[src/rtl/pipe_pkg.sv]
// Shared pipeline constants for the hazard/control unit: instruction
// codes, status codes, the "no register" ID and the control FSM states.
package pipe_pkg;

    // Instruction codes
    localparam logic [3:0] I_HALT   = 4'h0;
    localparam logic [3:0] I_NOP    = 4'h1;
    localparam logic [3:0] I_RRMOVQ = 4'h2;
    localparam logic [3:0] I_IRMOVQ = 4'h3;
    localparam logic [3:0] I_RMMOVQ = 4'h4;
    localparam logic [3:0] I_MRMOVQ = 4'h5;
    localparam logic [3:0] I_OPQ    = 4'h6;
    localparam logic [3:0] I_JXX    = 4'h7;
    localparam logic [3:0] I_CALL   = 4'h8;
    localparam logic [3:0] I_RET    = 4'h9;
    localparam logic [3:0] I_PUSHQ  = 4'hA;
    localparam logic [3:0] I_POPQ   = 4'hB;

    // Stage status codes
    localparam logic [2:0] S_BUB = 3'd0;
    localparam logic [2:0] S_AOK = 3'd1;
    localparam logic [2:0] S_HLT = 3'd2;
    localparam logic [2:0] S_ADR = 3'd3;
    localparam logic [2:0] S_INS = 3'd4;

    // "No register" is all-ones; users slice this to their register-ID width
    localparam logic [31:0] RNONE = '1;

    typedef enum logic {
        ST_RUN    = 1'b0,
        ST_HALTED = 1'b1
    } hz_state_e;

    // Status that freezes the pipeline once it reaches write-back
    function automatic logic is_exc(input logic [2:0] stat);
        return (stat == S_HLT) || (stat == S_ADR) || (stat == S_INS);
    endfunction

    // Instructions that touch data memory while in the M stage
    function automatic logic is_mem_op(input logic [3:0] icode);
        return (icode == I_RMMOVQ) || (icode == I_MRMOVQ) || (icode == I_CALL) ||
               (icode == I_RET)    || (icode == I_PUSHQ)  || (icode == I_POPQ);
    endfunction

endpackage

[src/rtl/pipe_hazard_unit_if.sv]
// Bundle between the pipeline datapath (master) and the hazard unit (slave):
// stage status going in, stall/bubble/halt controls coming out.
interface pipe_hazard_unit_if #(
    parameter int REG_W = 4
);
    logic [3:0]       D_icode;
    logic [REG_W-1:0] d_srcA;
    logic [REG_W-1:0] d_srcB;
    logic [3:0]       E_icode;
    logic [REG_W-1:0] E_dstM;
    logic             e_Cnd;
    logic [3:0]       M_icode;
    logic [2:0]       m_stat;
    logic [2:0]       W_stat;

    logic F_stall, D_stall, E_stall, M_stall, W_stall;
    logic D_bubble, E_bubble, M_bubble, W_bubble;
    logic halted;

    modport master (
        output D_icode, d_srcA, d_srcB, E_icode, E_dstM, e_Cnd, M_icode, m_stat, W_stat,
        input  F_stall, D_stall, E_stall, M_stall, W_stall,
        input  D_bubble, E_bubble, M_bubble, W_bubble, halted
    );

    modport slave (
        input  D_icode, d_srcA, d_srcB, E_icode, E_dstM, e_Cnd, M_icode, m_stat, W_stat,
        output F_stall, D_stall, E_stall, M_stall, W_stall,
        output D_bubble, E_bubble, M_bubble, W_bubble, halted
    );
endinterface

[src/rtl/pipe_mem_wait.sv]
// Multi-cycle data-memory wait: keeps a memory instruction in M for exactly
// MEM_LAT cycles. The count restarts after the last cycle so back-to-back
// memory instructions each get their full latency. freeze holds the count.
module pipe_mem_wait #(
    parameter int MEM_LAT = 1
) (
    input  logic clk,
    input  logic rst_n,
    input  logic mem_op,
    input  logic freeze,
    output logic mem_stall
);
    localparam int             CW   = (MEM_LAT > 1) ? $clog2(MEM_LAT) : 1;
    localparam logic [CW-1:0]  LAST = CW'(MEM_LAT - 1);

    logic [CW-1:0] r_mem_cnt;

    // With MEM_LAT=1 the count never leaves 0 == LAST, so no stall is ever raised
    assign mem_stall = mem_op && (r_mem_cnt != LAST);

    // Count waited cycles while stalling; clear on the releasing cycle
    always_ff @(posedge clk or negedge rst_n) begin
        if (!rst_n) begin
            r_mem_cnt <= '0;
        end else if (!freeze) begin
            r_mem_cnt <= mem_stall ? r_mem_cnt + 1'b1 : '0;
        end
    end
endmodule

[src/rtl/pipe_hazard_unit.sv]
// Pipeline hazard/control unit: load-use, ret and mispredict handling,
// multi-cycle memory waits, and a freeze FSM entered on a write-back
// exception (left only through reset).
// Optional stall/bubble performance counters: define PIPE_CTRL_PERF_EN.
module pipe_hazard_unit
    import pipe_pkg::*;
#(
    parameter int MEM_LAT = 1,
    parameter int REG_W   = 4,
    parameter int PERF_W  = 32
) (
    input  logic              clk,
    input  logic              rst_n,
    pipe_hazard_unit_if.slave hz
`ifdef PIPE_CTRL_PERF_EN
    ,
    output logic [PERF_W-1:0] stall_cycles,
    output logic [PERF_W-1:0] bubble_cycles
`endif
);
    localparam logic [REG_W-1:0] L_RNONE = RNONE[REG_W-1:0];

    // Elaboration-only range guard; no hardware
    if (MEM_LAT < 1 || MEM_LAT > 8) begin : g_mem_lat_out_of_range
    end

    hz_state_e r_state;
    logic      r_halted;

    logic w_load_use, w_ret_pend, w_mispred, w_mem_op, w_mem_stall;
    logic w_f_stall, w_d_stall, w_e_stall, w_m_stall, w_w_stall;
    logic w_d_bubble, w_e_bubble, w_m_bubble, w_w_bubble;

    assign w_load_use = ((hz.E_icode == I_MRMOVQ) || (hz.E_icode == I_POPQ)) &&
                        (hz.E_dstM != L_RNONE) &&
                        ((hz.E_dstM == hz.d_srcA) || (hz.E_dstM == hz.d_srcB));
    assign w_ret_pend = (hz.D_icode == I_RET) || (hz.E_icode == I_RET) || (hz.M_icode == I_RET);
    assign w_mispred  = (hz.E_icode == I_JXX) && !hz.e_Cnd;
    assign w_mem_op   = is_mem_op(hz.M_icode);

    pipe_mem_wait #(.MEM_LAT(MEM_LAT)) u_mem_wait (
        .clk       (clk),
        .rst_n     (rst_n),
        .mem_op    (w_mem_op),
        .freeze    (r_halted),
        .mem_stall (w_mem_stall)
    );

    // Freeze FSM: a write-back exception halts the pipe until reset
    always_ff @(posedge clk or negedge rst_n) begin
        if (!rst_n) begin
            r_state  <= ST_RUN;
            r_halted <= 1'b0;
        end else if (r_state == ST_RUN) begin
            if (is_exc(hz.W_stat)) begin
                r_state  <= ST_HALTED;
                r_halted <= 1'b1;
            end
        end else begin
            r_halted <= 1'b1;
        end
    end

    // Stage controls: halt freezes everything, memory wait holds F..M and
    // drains W, otherwise the data/control hazard rules apply
    always_comb begin
        w_f_stall  = 1'b0;
        w_d_stall  = 1'b0;
        w_e_stall  = 1'b0;
        w_m_stall  = 1'b0;
        w_w_stall  = 1'b0;
        w_d_bubble = 1'b0;
        w_e_bubble = 1'b0;
        w_m_bubble = 1'b0;
        w_w_bubble = 1'b0;
        if (r_halted) begin
            w_f_stall = 1'b1;
            w_d_stall = 1'b1;
            w_e_stall = 1'b1;
            w_m_stall = 1'b1;
            w_w_stall = 1'b1;
        end else if (w_mem_stall) begin
            w_f_stall  = 1'b1;
            w_d_stall  = 1'b1;
            w_e_stall  = 1'b1;
            w_m_stall  = 1'b1;
            w_w_bubble = 1'b1;
        end else begin
            w_f_stall  = w_load_use || w_ret_pend;
            w_d_stall  = w_load_use;
            // load_use and mispred both key off E_icode and are exclusive,
            // so D never sees stall and bubble together
            w_d_bubble = w_mispred || (w_ret_pend && !w_load_use);
            w_e_bubble = w_mispred || w_load_use;
            w_m_bubble = is_exc(hz.m_stat) || is_exc(hz.W_stat);
            w_w_stall  = is_exc(hz.W_stat);
        end
    end

    assign hz.F_stall  = w_f_stall;
    assign hz.D_stall  = w_d_stall;
    assign hz.E_stall  = w_e_stall;
    assign hz.M_stall  = w_m_stall;
    assign hz.W_stall  = w_w_stall;
    assign hz.D_bubble = w_d_bubble;
    assign hz.E_bubble = w_e_bubble;
    assign hz.M_bubble = w_m_bubble;
    assign hz.W_bubble = w_w_bubble;
    assign hz.halted   = r_halted;

`ifdef PIPE_CTRL_PERF_EN
    logic [PERF_W-1:0] r_stall_cycles;
    logic [PERF_W-1:0] r_bubble_cycles;
    logic              w_any_stall, w_any_bubble;

    assign w_any_stall  = w_f_stall | w_d_stall | w_e_stall | w_m_stall | w_w_stall;
    assign w_any_bubble = w_d_bubble | w_e_bubble | w_m_bubble | w_w_bubble;

    // Saturating counters; frozen-pipe stalls are not counted as stall cycles
    always_ff @(posedge clk or negedge rst_n) begin
        if (!rst_n) begin
            r_stall_cycles  <= '0;
            r_bubble_cycles <= '0;
        end else begin
            if (!r_halted && w_any_stall && (r_stall_cycles != '1))
                r_stall_cycles <= r_stall_cycles + 1'b1;
            if (w_any_bubble && (r_bubble_cycles != '1))
                r_bubble_cycles <= r_bubble_cycles + 1'b1;
        end
    end

    assign stall_cycles  = r_stall_cycles;
    assign bubble_cycles = r_bubble_cycles;
`else
    // PERF_W only sizes the counters; nothing to build without them
    if (PERF_W < 1) begin : g_perf_w_unused
    end
`endif

endmodule

[src/flat_wrapper.sv]
// flat-port wrapper written by rule: the top's interface ports become plain ports
module pipe_hazard_unit_flat import pipe_pkg::*;
#(
    parameter int MEM_LAT = 1,
    parameter int REG_W   = 4,
    parameter int PERF_W  = 32
)
  (clk, rst_n, hz_D_icode, hz_d_srcA, hz_d_srcB, hz_E_icode, hz_E_dstM, hz_e_Cnd, hz_M_icode, hz_m_stat, hz_W_stat, hz_F_stall, hz_D_stall, hz_E_stall, hz_M_stall, hz_W_stall, hz_D_bubble, hz_E_bubble, hz_M_bubble, hz_W_bubble, hz_halted);
  pipe_hazard_unit_if #(.REG_W(REG_W)) hz_i ();
  input  logic clk;
  input  logic rst_n;
  input wire logic [$bits(hz_i.D_icode)-1:0] hz_D_icode;
  input wire logic [$bits(hz_i.d_srcA)-1:0] hz_d_srcA;
  input wire logic [$bits(hz_i.d_srcB)-1:0] hz_d_srcB;
  input wire logic [$bits(hz_i.E_icode)-1:0] hz_E_icode;
  input wire logic [$bits(hz_i.E_dstM)-1:0] hz_E_dstM;
  input wire logic [$bits(hz_i.e_Cnd)-1:0] hz_e_Cnd;
  input wire logic [$bits(hz_i.M_icode)-1:0] hz_M_icode;
  input wire logic [$bits(hz_i.m_stat)-1:0] hz_m_stat;
  input wire logic [$bits(hz_i.W_stat)-1:0] hz_W_stat;
  output wire logic [$bits(hz_i.F_stall)-1:0] hz_F_stall;
  output wire logic [$bits(hz_i.D_stall)-1:0] hz_D_stall;
  output wire logic [$bits(hz_i.E_stall)-1:0] hz_E_stall;
  output wire logic [$bits(hz_i.M_stall)-1:0] hz_M_stall;
  output wire logic [$bits(hz_i.W_stall)-1:0] hz_W_stall;
  output wire logic [$bits(hz_i.D_bubble)-1:0] hz_D_bubble;
  output wire logic [$bits(hz_i.E_bubble)-1:0] hz_E_bubble;
  output wire logic [$bits(hz_i.M_bubble)-1:0] hz_M_bubble;
  output wire logic [$bits(hz_i.W_bubble)-1:0] hz_W_bubble;
  output wire logic [$bits(hz_i.halted)-1:0] hz_halted;
  assign hz_i.D_icode = hz_D_icode;
  assign hz_i.d_srcA = hz_d_srcA;
  assign hz_i.d_srcB = hz_d_srcB;
  assign hz_i.E_icode = hz_E_icode;
  assign hz_i.E_dstM = hz_E_dstM;
  assign hz_i.e_Cnd = hz_e_Cnd;
  assign hz_i.M_icode = hz_M_icode;
  assign hz_i.m_stat = hz_m_stat;
  assign hz_i.W_stat = hz_W_stat;
  assign hz_F_stall = hz_i.F_stall;
  assign hz_D_stall = hz_i.D_stall;
  assign hz_E_stall = hz_i.E_stall;
  assign hz_M_stall = hz_i.M_stall;
  assign hz_W_stall = hz_i.W_stall;
  assign hz_D_bubble = hz_i.D_bubble;
  assign hz_E_bubble = hz_i.E_bubble;
  assign hz_M_bubble = hz_i.M_bubble;
  assign hz_W_bubble = hz_i.W_bubble;
  assign hz_halted = hz_i.halted;
  pipe_hazard_unit #(.MEM_LAT(MEM_LAT), .REG_W(REG_W), .PERF_W(PERF_W)) u_core (.clk(clk), .rst_n(rst_n), .hz(hz_i));
endmodule
[config.mk]
export PLATFORM = sky130hd
export DESIGN_NAME = pipe_hazard_unit_flat
export DESIGN_NICKNAME = d
export VERILOG_FILES = /design/src/rtl/pipe_pkg.sv /design/src/rtl/pipe_hazard_unit_if.sv /design/src/rtl/pipe_mem_wait.sv /design/src/rtl/pipe_hazard_unit.sv /design/src/flat_wrapper.sv
export SDC_FILE = /design/constraint.sdc
export NUM_CORES = 1
export LEC_CHECK = 0
export CAP_MARGIN = 15
export CORE_MARGIN = 5
export CORE_UTILIZATION = 28
export DETAILED_ROUTE_END_ITERATION = 6
export PLACE_DENSITY = 0.82
export SETUP_SLACK_MARGIN = 0.1
export SKIP_CTS_REPAIR_TIMING = 1
export SLEW_MARGIN = 20
export SYNTH_ARGS = -nofsm -noshare
export SYNTH_HDL_FRONTEND = slang
export SYNTH_SLANG_ARGS = --single-unit
[constraint.sdc]
create_clock -name clk -period 3.6 [get_ports clk]
set_clock_uncertainty 0.2 [all_clocks]
set_input_delay 0.54 -clock clk [delete_from_list [all_inputs] [get_ports clk]]
set_output_delay 0.54 -clock clk [all_outputs]
set_load 0.005 [all_outputs]
==> run metrics <==
status finished, final reports clean; Pre-antenna DRT Iters 3; # port buffers 42; Worst-Margin Slew 0.3682 ns; endpoints failing setup 0; area leader, netlist dfrtp_1; Final Cycle Share 87.38%; sequential-to-total area share from yosys stat 19.80%; DRC viols 0; RSZ-0062 raised after global routing false; vias in the first global route 515; Via Count 514; synthesis-stage register bit count 3; Max Clk Rate 0.3179 GHz; count of different cell masters after synthesis 26; fin crit period 3.146 ns; Synth Area per Inst 8.242 um^2; placeable core region 1285 um^2; ANT cells 0; Area Overhead vs Synth 120.8%; Initial Util 29.50%; Ports 43; syn_nets 79; cells after synthesis 46; post-DR vias/cell 4.849; Die W 46.80 um; mapped cell area 379.1 um^2; CTS tree built; share of cells above drive strength 1 8.791%; WL/cell 12.31 um; pin count of the biggest net entering global routing 7; DR iter-0 viols 5; area share of the largest cell type after synthesis 19.80%; root buffer cell clkbuf_4; Worst VDD drop 0.2010 mV; ANT nets after route 0; clk sinks 3; GRT Residual Overflow 0; all-layer global routing usage 12.21%; CTS Buffer Depth 2; Worst Setup End Kind primary output; Die ar. 2190 um^2; Finished Layout Cells 106; HPWL after DPL 1124 um; pwr/cell area 180.1 nW/um^2; cts bufs inserted 3; Die Ht 46.80 um; Worst setup SP type input pin; TNS Setup 0 ns; Crit path required time 2.86 ns; GPL Wtd Cong 0.7551; first-pass GRT wire length 1918 um; Worst Setup Path Type input pin to primary output; max cap viols 0; Syn. warnings 0; initial antenna violation count 0; final hold viol count 0; critical path arrival 2.41 ns; largest cells by area after synthesis dfrtp_1 (20%), xor2_1 (18%), nor4_2 (6.6%), nor4bb_1 (5.3%), nor2b_1 (5.0%); Core Rows 13; clock latency on the worst-skew pair 0.23 ns; hold_ws 0.2608 ns; Clock transition at path regs 0.04 ns; Post-Route WL 1305 um; Hold Path Class flip-flop to flip-flop; H-tree levels 1; Lkg Pwr 0.3102 nW; maximum fanout along the worst path 4; max_slew headroom 75.28%; DP Cell Count 102; max-slew violations 0; fin nets 125
-- cells in the mapped netlist (all sizes together) --
cell     instances
and2             1
inv              2
nor4             2
xor2             8
nand4            1
nand3b           1
a211oi           1
nor2b            3
a21oi            1
or2              1
nand3            1
nand2b           1
nor4bb           2
and3             1
a21o             1
buf              1
nor3b            1
or3              2
dfrtp            3
mux2             1
a311oi           1
o21ai            2
o2111ai          1
nand2            3
nor2             4
-- final timing paths --
check	startpoint	slack (ns)	cells after the start	to
worst min-delay path	u_core.r_state	0.26	1	u_core.hz.halted
min in group asynchronous	rst_n	0.29	1	u_core.hz.halted
worst min register to register	u_core.r_state	0.26	1	u_core.hz.halted
worst max register to register	u_core.hz.halted	2.50	1	u_core.hz.halted
max in group asynchronous	rst_n	2.76	1	u_core.u_mem_wait.r_mem_cnt
worst max-delay path	hz_E_dstM[1]	0.45	6	hz_E_bubble
-- flip-flops by register name, indices dropped and copies added (netlist names) --
signal	cells
u_core.r_state	1
u_core.u_mem_wait.r_mem_cnt	1
u_core.hz.halted	1
-- final cells by class --
cell class | instances | area, um^2
Clock buffer | 4 | 26.28
Fill cell | 108 | 447.9
Inverter | 2 | 7.507
Multi-Input combinational cell | 40 | 289.0
Sequential cell | 3 | 75.07
Tap cell | 15 | 18.77
Timing Repair Buffer | 42 | 420.4
-- per-stage QoR --
step / setup slack [ns] / total power, W / area, um^2 / util, %
4_1_cts: 0.4235 / 0.0001548 / 837.1 / 65.14
3_3_place_gp: 0.4885 / 0.00009183 / 810.8 / 63.10
5_1_grt: 0.3156 / 0.0001606 / 837.1 / 65.14
2_1_floorplan: 1.512 / 0.00005098 / 379.1 / -
3_5_place_dp: 0.4493 / 0.00009318 / 810.8 / 63.10
6_report: 0.4544 / 0.0001508 / 837.1 / 65.14
-- worst max-delay path, stage by stage --
cell and delay [ns]:
clkdlybuf4s50_1 0.47, xor2_1 0.20, nor4_2 0.31, o2111ai_2 0.20, a21oi_1 0.17, clkdlybuf4s50_1 0.52
-- layout by cell type (no fill, tap or decap) --
cell,instances
and3_1,1
mux2_2,1
nor3b_1,1
a211oi_1,1
nand4_1,1
or3_1,2
a311oi_1,1
nor4bb_1,2
a21oi_1,1
and2_1,1
nand3_1,1
nand2b_1,1
nand3b_1,1
o2111ai_2,1
a21o_1,1
nor2_1,4
o21ai_1,1
clkbuf_1,1
dfrtp_1,3
nor2b_1,3
nor4_2,2
clkbuf_4,3
o21ai_0,1
inv_1,2
xor2_1,8
or2_2,1
clkdlybuf4s50_1,42
nand2_1,3
-- cell families (layout without fill, tap and decap cells) --
kind of cell,count (synthesis),count (layout),share of synthesized area [%]
and+or+nand+nor,24,24,40.60
buffers and inverters,3,48,3.962
DFF,3,3,19.80
xor gates and xnor gates,8,8,18.48
muxes,1,1,2.970
AOI/OAI and AO/OA,7,7,14.19
-- routing by layer --
metal	part of all wire (%)	track usage (%)	vias up
met5	0	0	-
met4	0	6.630	0
met3	17	5.747	0
met2	49	21.95	31
met1	34	11.26	228
li1	-	-	255
-- power breakdown --
group / total [W] / switching (W) / leakage, nW / internal (W)
Clock: 0.0000584 / 0.0000169 / 0.0150 / 0.0000415
Combinational: 0.0000585 / 0.0000185 / 0.264 / 0.0000399
Sequential: 0.0000339 / 0.0000000000000568 / 0.0315 / 0.0000339
Note: power is estimated with default switching activity, not from simulation.
